File: config.mk
export PLATFORM = sky130hd
export DESIGN_NAME = seg7_scan_driver
export DESIGN_NICKNAME = d
export VERILOG_FILES = /design/src/rtl/seg7_pkg.sv /design/src/rtl/hex_to_seg7.sv /design/src/rtl/seg7_scan_driver.sv
export SDC_FILE = /design/constraint.sdc
export NUM_CORES = 1
export LEC_CHECK = 0
export ABC_AREA = 1
export CAP_MARGIN = 15
export CORE_UTILIZATION = 56
export DETAILED_ROUTE_END_ITERATION = 12
export GPL_TIMING_DRIVEN = 0
export PLACE_DENSITY = 0.8
export SYNTH_ARGS = -nofsm -noshare
export SYNTH_HDL_FRONTEND = slang
export SYNTH_SLANG_ARGS = --single-unit
File: constraint.sdc
create_clock -name clk -period 2.75 [get_ports clk]
set_clock_uncertainty 0.05 [all_clocks]
set_input_delay 0.275 -clock clk [delete_from_list [all_inputs] [get_ports clk]]
set_output_delay 0.275 -clock clk [all_outputs]
set_load 0.02 [all_outputs]
File: src/rtl/seg7_pkg.sv
// Shared types and constants for the seven-segment scan driver.
package seg7_pkg;

  // Scan FSM: all anodes off, or one digit lit.
  typedef enum logic {
    BLANK,
    ON
  } state_e;

  // Inputs captured once per frame so a frame is always self-consistent.
  typedef struct packed {
    logic [15:0] value;
    logic [3:0]  dp_en;
    logic [3:0]  digit_en;
  } shadow_t;

  localparam logic [6:0] SEG_OFF = 7'h7F;
  localparam logic [3:0] AN_OFF  = 4'hF;

  // Active-low {g,f,e,d,c,b,a} patterns for hex digits 0..F.
  localparam logic [6:0] HEX_SEG [16] = '{
    7'h40, 7'h79, 7'h24, 7'h30,
    7'h19, 7'h12, 7'h02, 7'h78,
    7'h00, 7'h10, 7'h08, 7'h03,
    7'h46, 7'h21, 7'h06, 7'h0E
  };

endpackage : seg7_pkg

File: src/rtl/hex_to_seg7.sv
// Combinational nibble to active-low seven-segment pattern.
module hex_to_seg7
  import seg7_pkg::*;
(
  input  logic [3:0] nibble_i,
  output logic [6:0] seg_o
);

  // Table lookup into the shared pattern constant.
  assign seg_o = HEX_SEG[nibble_i];

endmodule : hex_to_seg7

File: src/rtl/seg7_scan_driver.sv
// Time-multiplexed driver for a 4-digit common-anode seven-segment display,
// with a blanking gap before each digit and a once-per-frame input latch.
module seg7_scan_driver
  import seg7_pkg::*;
#(
  parameter int unsigned DIGIT_CYCLES = 100_000,
  parameter int unsigned BLANK_CYCLES = 1_000
) (
  input  logic        clk,
  input  logic        rst,
  input  logic [15:0] value,
  input  logic [3:0]  dp_en,
  input  logic [3:0]  digit_en,
  output logic [3:0]  an,
  output logic [6:0]  seg,
  output logic        dp,
  output logic        frame_done
);

  localparam int unsigned CNT_MAX0 = (DIGIT_CYCLES > BLANK_CYCLES) ? DIGIT_CYCLES : BLANK_CYCLES;
  localparam int unsigned CNT_MAX  = (CNT_MAX0 > 2) ? CNT_MAX0 : 2;
  localparam int unsigned CW       = $clog2(CNT_MAX);
  localparam bit          HAS_BLANK = (BLANK_CYCLES != 0);

  localparam logic [CW-1:0] DIGIT_LAST = CW'(DIGIT_CYCLES - 1);
  localparam logic [CW-1:0] BLANK_LAST = CW'(HAS_BLANK ? BLANK_CYCLES - 1 : 0);
  localparam state_e        START_ST   = HAS_BLANK ? BLANK : ON;

  state_e        state_q, state_d;
  logic [1:0]    idx_q, idx_d;
  logic [CW-1:0] cnt_q, cnt_d;
  shadow_t       shadow_q, shadow_d;

  logic [3:0]    an_q, an_d;
  logic [6:0]    seg_q, seg_d;
  logic          dp_q, dp_d;
  logic          frame_done_q, frame_done_d;

  logic          latch_c;
  logic [3:0]    nibble_c;
  logic [6:0]    hex_c;

  // Start of digit 0's slot opens a new frame: capture the inputs there.
  assign latch_c = (state_q == START_ST) && (idx_q == 2'd0) && (cnt_q == '0);

  // Next-state logic for the scan FSM, slot counter, digit index and shadow.
  always_comb begin
    state_d  = state_q;
    idx_d    = idx_q;
    cnt_d    = cnt_q + CW'(1);
    shadow_d = shadow_q;

    if (latch_c) begin
      shadow_d.value    = value;
      shadow_d.dp_en    = dp_en;
      shadow_d.digit_en = digit_en;
    end

    unique case (state_q)
      BLANK: begin
        if (cnt_q == BLANK_LAST) begin
          state_d = ON;
          cnt_d   = '0;
        end
      end
      ON: begin
        if (cnt_q == DIGIT_LAST) begin
          state_d = START_ST;
          idx_d   = idx_q + 2'd1;
          cnt_d   = '0;
        end
      end
      default: begin
        state_d = START_ST;
        cnt_d   = '0;
      end
    endcase
  end

  // Digit nibble selected from the upcoming index so outputs track the state edge.
  assign nibble_c = 4'(shadow_d.value >> {idx_d, 2'b00});

  hex_to_seg7 u_hex_to_seg7 (
    .nibble_i (nibble_c),
    .seg_o    (hex_c)
  );

  // Output decode from the next state; registered below.
  always_comb begin
    an_d         = AN_OFF;
    seg_d        = SEG_OFF;
    dp_d         = 1'b1;
    frame_done_d = 1'b0;

    if (state_d == ON && shadow_d.digit_en[idx_d]) begin
      an_d  = ~(4'b0001 << idx_d);
      seg_d = hex_c;
      dp_d  = ~shadow_d.dp_en[idx_d];
    end

    if (state_d == ON && idx_d == 2'd3 && cnt_d == DIGIT_LAST) begin
      frame_done_d = 1'b1;
    end
  end

  // State, counter, shadow and output registers with synchronous reset.
  always_ff @(posedge clk) begin
    if (rst) begin
      state_q      <= START_ST;
      idx_q        <= 2'd0;
      cnt_q        <= '0;
      shadow_q     <= '0;
      an_q         <= AN_OFF;
      seg_q        <= SEG_OFF;
      dp_q         <= 1'b1;
      frame_done_q <= 1'b0;
    end else begin
      state_q      <= state_d;
      idx_q        <= idx_d;
      cnt_q        <= cnt_d;
      shadow_q     <= shadow_d;
      an_q         <= an_d;
      seg_q        <= seg_d;
      dp_q         <= dp_d;
      frame_done_q <= frame_done_d;
    end
  end

  assign an         = an_q;
  assign seg        = seg_q;
  assign dp         = dp_q;
  assign frame_done = frame_done_q;

endmodule : seg7_scan_driver

-- After elaboration in Yosys (flattened, before gate mapping)
Memory sizes are Yosys's and may differ from the RTL's. A register that Yosys moved wholly into a read port is not among the register bits.
Index checks and enable logic that the tools add are counted.
- register bits: 50
- ROM bits: 112
- input port bits: 26
- word-level logic and storage cells: 46
- memories kept: 1
- add/sub/neg operators: 2
- magnitude comparators: 1
- equal/unequal tests: 4
- shift-type cells: 2
- muxes and demuxes: 14
- bitwise operators: 5
- reductions and logical operators: 8
- memories (name ; words ; bits a word ; rd ports ; clocked after Yosys merged registers in ; wr ports ; line ; source):
    (name not given) ; 16 ; 7 ; 1 ; 1 ; 0 ; hex_to_seg7.sv:10 ; assign seg_o = HEX_SEG[nibble_i];
- operator list (cell ; number):
    $eq A17 B17 Y1 const B ; 2
    $mux W17 ; 2
    $pmux W17 S2 ; 1
    $mux W24 ; 1
    $add A17 B1 Y17 const B ; 1
    $eq A17 B10 Y1 const B ; 1
    $logic_not A17 Y1 ; 1
    $shr A16 B4 Y4 ; 1
    $logic_and A1 B1 Y1 ; 5
    $mux W1 ; 5
    $not A4 Y5 ; 1
    $bmux W1 S2 ; 2
    $mux W2 ; 2
    $not A4 Y4 ; 1
    $shl A1 B2 Y4 const A ; 1
    $lt A2 B3 Y1 const B ; 1
    $not A1 Y1 ; 3
    $add A2 B1 Y2 const B ; 1
    $eq A2 B2 Y1 const B ; 1
    $logic_not A2 Y1 ; 1
    $pmux W1 S2 ; 1
    $reduce_or A2 Y1 ; 1

-- Longest topological paths before layout
Gate-level depths: netlist (run 1).
- depth after elaboration: 9
- gate-level depth with buffers: 21

-- Hierarchy
A second synthesis (run 1) with hierarchy kept.
- cells, all modules: 430
- area, all modules: 2977.9 um^2
- modules (own cells, without submodules) (module ; instances ; cells each ; area each (um^2) ; seq. area each (um^2)):
    seg7_scan_driver ; 1 ; 381 ; 2703.8 ; 1141.1
    hex_to_seg7 ; 1 ; 49 ; 274.0 ; 0.0

-- Worst setup path before layout (run 1)
Ideal clock, no wire load.
- path type: reg2reg
- from: register idx_q[0]
- to: register seg_q[0] (netlist: seg[0])
- library setup time: 0.125 ns
- arrival time: 2.302 ns
- data required time: 2.575 ns
- setup slack: 0.274 ns
- cell stages (with the launch flop): 21
- path buffers: 2
- period minus slack after synthesis: 2.476 ns
- cell sequence: dfxtp_1 inv_1 ha_1 inv_1 nor2_1 nand2_1 nor2_4 nand3_4 buf_6 buf_6 o21ai_2 nand2_1 nand2_1 nand2_1 nand2_2 inv_1 ha_1 inv_1 nand3_1 nand3_1 nand3_1
- word-level cells in the longest chain between the ends: 9
- elaborated cells on any way between the ends: 14
- ends and longest elaborated chain (item ; line ; source):
    from (decl) ; seg7_scan_driver.sv:30 ; logic [1:0] idx_q, idx_d;
    from (signal assigned) ; seg7_scan_driver.sv:119 ; idx_q <= idx_d;
    parallel branches: the longest is 9 deep, another holds $add A2 B1 Y2 ; -- ;
    to (decl) ; seg7_scan_driver.sv:35 ; logic [6:0] seg_q, seg_d;
Several ways; the timed one is not identified. The select of a mux whose other input is x is not followed.
A chain may end at the register's enable or synchronous reset.

-- Final worst setup path (run 1)
- from: register cnt_q[10]
- to: register seg_q[3] (netlist: seg[3])
- word-level cells in the longest chain between the ends: 8
- elaborated cells on any way between the ends: 17
- ends and longest elaborated chain (item ; line ; source):
    from (decl) ; seg7_scan_driver.sv:31 ; logic [CW-1:0] cnt_q, cnt_d;
    from (signal assigned) ; seg7_scan_driver.sv:120 ; cnt_q <= cnt_d;
    $eq A17 B17 Y1 or $logic_not A17 Y1 (tied branches) ; seg7_scan_driver.sv:67, seg7_scan_driver.sv:44 ;
    $mux W2 or $logic_and A1 B1 Y1 (tied branches) ; seg7_scan_driver.sv:67, seg7_scan_driver.sv:44 ;
    $mux W2 or $mux W24 (tied branches) ; seg7_scan_driver.sv:59, seg7_scan_driver.sv:53 ;
    $bmux W1 S2 ; seg7_scan_driver.sv:95 ; if (state_d == ON && shadow_d.digit_en[idx_d]) begin
    $mux W1 (implied by the code) ; seg7_scan_driver.sv:95 ;
    $logic_and A1 B1 Y1 ; seg7_scan_driver.sv:95 ;
    $not A1 Y1 (no source line) ; -- ;
    $reduce_or A2 Y1 (no source line) ; -- ;
Parallel ways exist; a longest one is shown, timed or not. The select of a mux whose other input is x is not followed.

==> results of run 1 <==
critical path, delay by kind of cell, from the launching register on:
| kind | cells | cell delay (ns) |
|---|---|---|
| buffers and inverters | 4 | 0.58 |
| DFF | 1 | 0.31 |
| adders and majority gates | 1 | 0.18 |
| and+or+nand+nor | 14 | 1.37 |
state kept, by name, indices dropped and copies added (netlist names):
| register | cells |
|---|---|
| dp | 1 |
| cnt_q | 17 |
| shadow_q | 24 |
| an | 4 |
| frame_done | 1 |
| state_q | 1 |
| idx_q | 2 |
| seg | 7 |
cell families after synthesis:
logic type      synth area share
simple gates               0.409
buf+inv                    0.107
flops                      0.365
compound gates            0.0548
fa+ha+maj                 0.0320
xor+xnor                  0.0168
mux                       0.0160
synth_stat cells (2+ instances only):
| cell | count | area [um2] |
|---|---|---|
| inv_2 | 4 | 15.0 |
| buf_6 | 6 | 67.6 |
| ha_1 | 8 | 100 |
| nand2_4 | 2 | 22.5 |
| nor4_1 | 3 | 18.8 |
| o21ai_1 | 5 | 25.0 |
| clkbuf_1 | 3 | 11.3 |
| nand4_1 | 14 | 87.6 |
| nand2_1 | 121 | 454 |
| nand2_2 | 7 | 43.8 |
| mux2i_1 | 5 | 50.1 |
| xor2_1 | 6 | 52.6 |
| nand3_4 | 2 | 35.0 |
| nor2_1 | 65 | 244 |
| nand3_2 | 2 | 20.0 |
| o21ai_2 | 2 | 17.5 |
| o21ai_0 | 10 | 50.1 |
| inv_1 | 61 | 229 |
| nand3_1 | 35 | 175 |
| nor2_2 | 5 | 31.3 |
| a21oi_1 | 11 | 55.1 |
| nor3_1 | 6 | 30.0 |
| nor2_4 | 5 | 56.3 |
| dfxtp_1 | 57 | 1140 |
cell usage in the layout, fill, tap and decap left out, types with 8 or more instances in the layout:
cell,n
inv_1,57
nor2_1,64
dfxtp_1,55
a21oi_1,11
nand4_1,14
clkdlybuf4s50_1,38
inv_2,8
buf_4,17
nand2_2,10
clkbuf_8,12
nand2_1,118
o21ai_0,8
nand3_1,34
area by class of cell:
type | instances | area [um2]
Buffer | 11 | 93.8
Clock buffer | 12 | 165
Clock inverter | 4 | 73.8
Fill cell | 420 | 1240
Inverter | 65 | 244
Multi-Input combinational cell | 321 | 1690
Sequential cell | 57 | 1140
Tap cell | 70 | 87.6
Timing Repair Buffer | 54 | 500
through the flow:
stage / instances / total power [mW] / setup TNS [ns] / cell area (um2)
2_1_floorplan: 454 / 1.13 / 0 / 3130
3_3_place_gp: 562 / 1.22 / -0.115 / 3600
3_5_place_dp: 562 / 1.23 / -0.373 / 3600
4_1_cts: 579 / 2.17 / 0 / 3840
5_1_grt: 594 / 2.30 / -0.0704 / 3990
6_report: 594 / 2.21 / 0 / 3990
final timing paths:
| path | endpoint | slack (ns) | cells past startpoint |
|---|---|---|---|
| worst max register to register | seg[3] | 0.13 | 19 |
| worst min-delay path | cnt_q[0] | 0.41 | 1 |
| worst min register to register | cnt_q[0] | 0.41 | 1 |
| worst max-delay path | seg[3] | 0.13 | 19 |
per-layer routing:
metal / part of all wire / wire, um
met1: 0.46 / 3610
met5: 0 / 0
met2: 0.46 / 3600
met4: 0.030 / 240
met3: 0.056 / 445
power by group through the flow:
stage                     Sequential (mW)  Combinational, mW  Clock [mW]
final                               0.878              0.389       0.940
after global routing                0.882              0.432       0.989
after CTS                           0.877              0.344       0.947
after detailed placement            0.895              0.337           0
after global placement              0.893              0.330           0
after floorplan                     0.892              0.243           0
repair_timing:
item / CTS / global route
pin swaps: 1 / 8
setup buffers: 1 / 15
gates resized for setup: 2 / 16
setup endpoints to repair: 7 / 7
==> impl_metrics.toml, run 1 <==
[grt]
grt_max_degree = 11
grt_pass1_vias = 2944
grtUsageMet1 = 0.371
grt_util_met3 = 0.0536
overflow = 0
gr-max-usage-layer = "met2"
antenna_found_initial = 0
grt_pass1_wl_um = 13400
grt_usage = 0.289
met2_usage = 0.454

[sta]
setup_viol = 0
timing.final.ws_setup_ns = 0.135
worst_pin_slew_ns = 0.553
holdWs_ns = 0.408
relSlewSlack = 0.632
slew_viol_final = 0
finalCriticalPeriod_ns = 2.62
max_freq_mhz = 382
finalHoldViolCount = 0
fin_crit_sh = 0.951

[yosys]
synth_area_mm2 = 0.00313
synthFlopType = "dfxtp_1"
synth_area_per_cell_um2 = 6.89
yosysWarnings = 0
yosysSeqAreaShare = 0.365
syn_inst = 454
synth_fp_nets = 488
ys_ff_latch = 57
async_reset_ff_frac = 0
synth_edf_count = 0
synth.distinct_cells = 33

[final_layout]
final_util = 0.763
layout-drive-gt1-share = 0.164
antennaDiodeCount = 0
nets = 553
synthToLayoutAreaGrowth_pct = 27.6

[power_and_ir_drop]
irDropWorstVdd_v = 0.000365
swShare = 0.267
p_sw_mw = 0.588
p_per_area_mw_per_mm2 = 553
clkPwrFrac = 0.426
power.share.sequential = 0.398
p_leak_nw = 1.87
power.internal_mw = 1.62
pwr-share-comb = 0.176

[setup_path]
path_common_cell = "nand2_1"
endpoint_kind = "flop"
reg2reg_from = "cnt_q[10]"
cp_max_fo = 10
crit_type = "flop to flop"
critPathMaxStageDelay_ns = 0.31
slowest_stage = "dfxtp_1"
arrival_ns = 2.79
startpoint = "cnt_q[10]"
critPathLaunchType = "flop"
crit_required_ns = 2.93
crit_chain = "buf_6, nor2_2, nand2_1, nor2_4, nand3_4, buf_8, buf_6, nand2_1, nand2_1, nand3_1, nand2_1, nand2_1, nand2_2, buf_4, ha_1, nand3_1, nand2_1, nand2_1, nand3_1"

[floorplan]
dieArea_mm2 = 0.00589
die_h_um = 76.8
ioPinCount = 39
start_util = 0.597
fp-row-count = 26
coreArea_mm2 = 0.00524
die_x_um = 76.8

[detailed_routing]
wirelength_um = 7890
drc = 0
antenna_left = 0
avgRoutedWirePerCell_um = 13.3
via_per_inst = 5.25
drt_iter0_drc = 194
drt_pass1_iterations = 4
via_count = 3116

[job]
max-cap-violations = 0

[clock_network]
cts_tree = "yes"
cts-htree-levels = 3
clock_sinks = 57
root_buffer = "clkbuf_8"
cts_made_buffers = 9
clock_latency_ns = 0.35
clk_pin_slew_ns = 0.07
ctsHoldBuffers = 0
clock_path_buffers = 2

[hold_path]
hold_start = "cnt_q[0]"
hold_class = "flop to flop"

[place]
portBuffers = 38
post-place-ws_ns = -0.134
gp_congestion = 0.942
dp_hpwl_um = 5460

[status]
status = "finished, final reports clean"
Power figures use the tool's default switching activity.
==> run 2, diff against run 1 <==
--- a/config.mk
+++ b/config.mk
@@ -7,6 +7,7 @@
 export LEC_CHECK = 0
 export ABC_AREA = 1
 export CAP_MARGIN = 15
+export CORE_ASPECT_RATIO = 0.8
 export CORE_UTILIZATION = 56
 export DETAILED_ROUTE_END_ITERATION = 12
 export GPL_TIMING_DRIVEN = 0
==> constraint.sdc (replaced) <==
create_clock -name clk -period 2.9 [get_ports clk]
set_clock_uncertainty 0.05 [all_clocks]
set_input_delay 0.29 -clock clk [delete_from_list [all_inputs] [get_ports clk]]
set_output_delay 0.29 -clock clk [all_outputs]
set_load 0.02 [all_outputs]
==> impl_metrics.toml, run 2 (same netlist as run 1, synthesis figures left out) <==
[status]
status = "finished, final reports clean"

[grt]
overflow = 0
grt_usage = 0.274
grt_pass1_vias = 2597
grt_pass1_wl_um = 12100
grt_max_degree = 11
antenna_found_initial = 0

[detailed_routing]
drt_pass1_iterations = 5
via_per_inst = 5.16
top_layer = "met4"
wl_met2_um = 3110
via_count = 2998
drt_iter0_drc = 219
drt-met1-wl_um = 3740
avgRoutedWirePerCell_um = 13.0
wirelength_um = 7530
antenna_left = 0
drc = 0
wl_met3_um = 566

[floorplan]
die_x_um = 85.6
dieArea_mm2 = 0.00589
fp-row-count = 23
coreArea_mm2 = 0.00518
start_util = 0.604
ioPinCount = 39
die_h_um = 68.9

[place]
gp_congestion = 0.897
portBuffers = 38
place_area_mm2 = 0.00359
dp_hpwl_um = 5530

[setup_path]
crit_type = "flop to flop"
crit_required_ns = 3.07
rr_endpoint = "seg[1]"
cp_max_fo = 10
startpoint = "cnt_q[0]"
reg2reg_from = "cnt_q[0]"
ff2ff_setup_slack_ns = 0.14
path_common_cell = "nand2_1"
cp-endpoint = "seg[1]"
endpoint_kind = "flop"
crit_chain = "inv_2, ha_1, inv_1, nor2_2, nand2_2, nor2_4, nand3_4, buf_4, o21ai_1, nand2_1, nand2_1, nand2_1, nand2_2, inv_2, ha_1, nand2_2, nor2_1, nor2_1, nand2_1"
slowest_stage = "dfxtp_2"
critPathLaunchType = "flop"
arrival_ns = 2.93
r2r_cells = 19
critPathMaxStageDelay_ns = 0.34

[sta]
setup_viol = 0
relSlewSlack = 0.631
holdWs_ns = 0.397
slew_viol_final = 0
finalHoldViolCount = 0
finalCriticalPeriod_ns = 2.76
worst_pin_slew_ns = 0.553
max_freq_mhz = 363
fin_crit_sh = 0.950

[final_layout]
synthToLayoutAreaGrowth_pct = 24.0
multiInputGateArea_mm2 = 0.00169
largest_reg_flops = 24
top_register = "shadow_q"
layout-drive-gt1-share = 0.150
nets = 548
ff_latch_area_mm2 = 0.00114
antennaDiodeCount = 0
finalInstanceArea_mm2 = 0.00388
n_fill_cell = 428
final_common_cell = "nand2_1"
final_cell_mix = "nand2_1, nor2_1, inv_1, dfxtp_1, clkdlybuf4s50_1"

[power_and_ir_drop]
p_leak_nw = 1.82
irDropWorstVdd_v = 0.000342
p_per_area_mw_per_mm2 = 482

[clock_network]
clk_pin_slew_ns = 0.06
cts-htree-levels = 3
cts_tree = "yes"
ctsHoldBuffers = 0
root_buffer = "clkbuf_8"
cts_made_buffers = 9
clock_sinks = 57
clock_latency_ns = 0.33
clock_path_buffers = 2

[job]
max-cap-violations = 0

[hold_path]
hold_class = "flop to flop"
run 2: worst min path at each step:
stage                     cells past startpoint  slack [ns]          from            to
final                                         1        0.40      cnt_q[0]      cnt_q[0]
after global routing                          1        0.43      cnt_q[0]      cnt_q[0]
after CTS                                     2        0.42  shadow_q[18]  shadow_q[18]
after detailed placement                      2        0.41  shadow_q[18]  shadow_q[18]
after global placement                        1        0.39      cnt_q[0]      cnt_q[0]
after floorplan                               1        0.32           rst       state_q
run 2: report_power, final:
part | leakage, nW | switching, mW | internal, mW
Combinational | 1.26 | 0.210 | 0.168
Sequential | 0.465 | 0.0123 | 0.820
Clock | 0.0932 | 0.307 | 0.353
Total | 1.82 | 0.530 | 1.34
run 2: final cells by class:
class | instances | share of cell area
plain buffers | 11 | 0.0242
clock buffers | 13 | 0.0409
clock inverters | 3 | 0.00387
inverters | 65 | 0.0629
multi-input cells | 321 | 0.435
flip-flops and latches | 57 | 0.294
well taps | 62 | 0.0200
repair buffers | 49 | 0.119
run 2: metrics by stage:
step           setup slack (ns)  TNS (ns)  total power [mW]  utilization  std cells
2_1_floorplan             0.424         0              1.08            -        454
3_3_place_gp            -0.0248   -0.0470              1.16        0.693        554
3_5_place_dp            -0.0957    -0.257              1.17        0.693        554
4_1_cts                 0.00656         0              1.83        0.726        570
5_1_grt                 -0.0246   -0.0406              1.97        0.749        581
6_report                  0.144         0              1.87        0.749        581
run 2: worst max-delay path, delay by kind of cell, from the launching register on:
kind            cells  cell delay, ns
simple gates       12            1.23
buf+inv             4            0.38
fa+ha+maj           2            0.43
compound gates      1            0.22
flops               1            0.34
run 2: what timing repair did:
item | CTS | global route
buffers inserted | 0 | 11
setup endpoints to repair | 4 | 7
resized for setup | 1 | 17
pin swaps | 1 | 7
run 2: layer usage:
metal,track usage,vias up
met5,0,-
met4,0.110,0
met3,0.0619,11
met2,0.393,114
met1,0.398,1320
li1,-,1553
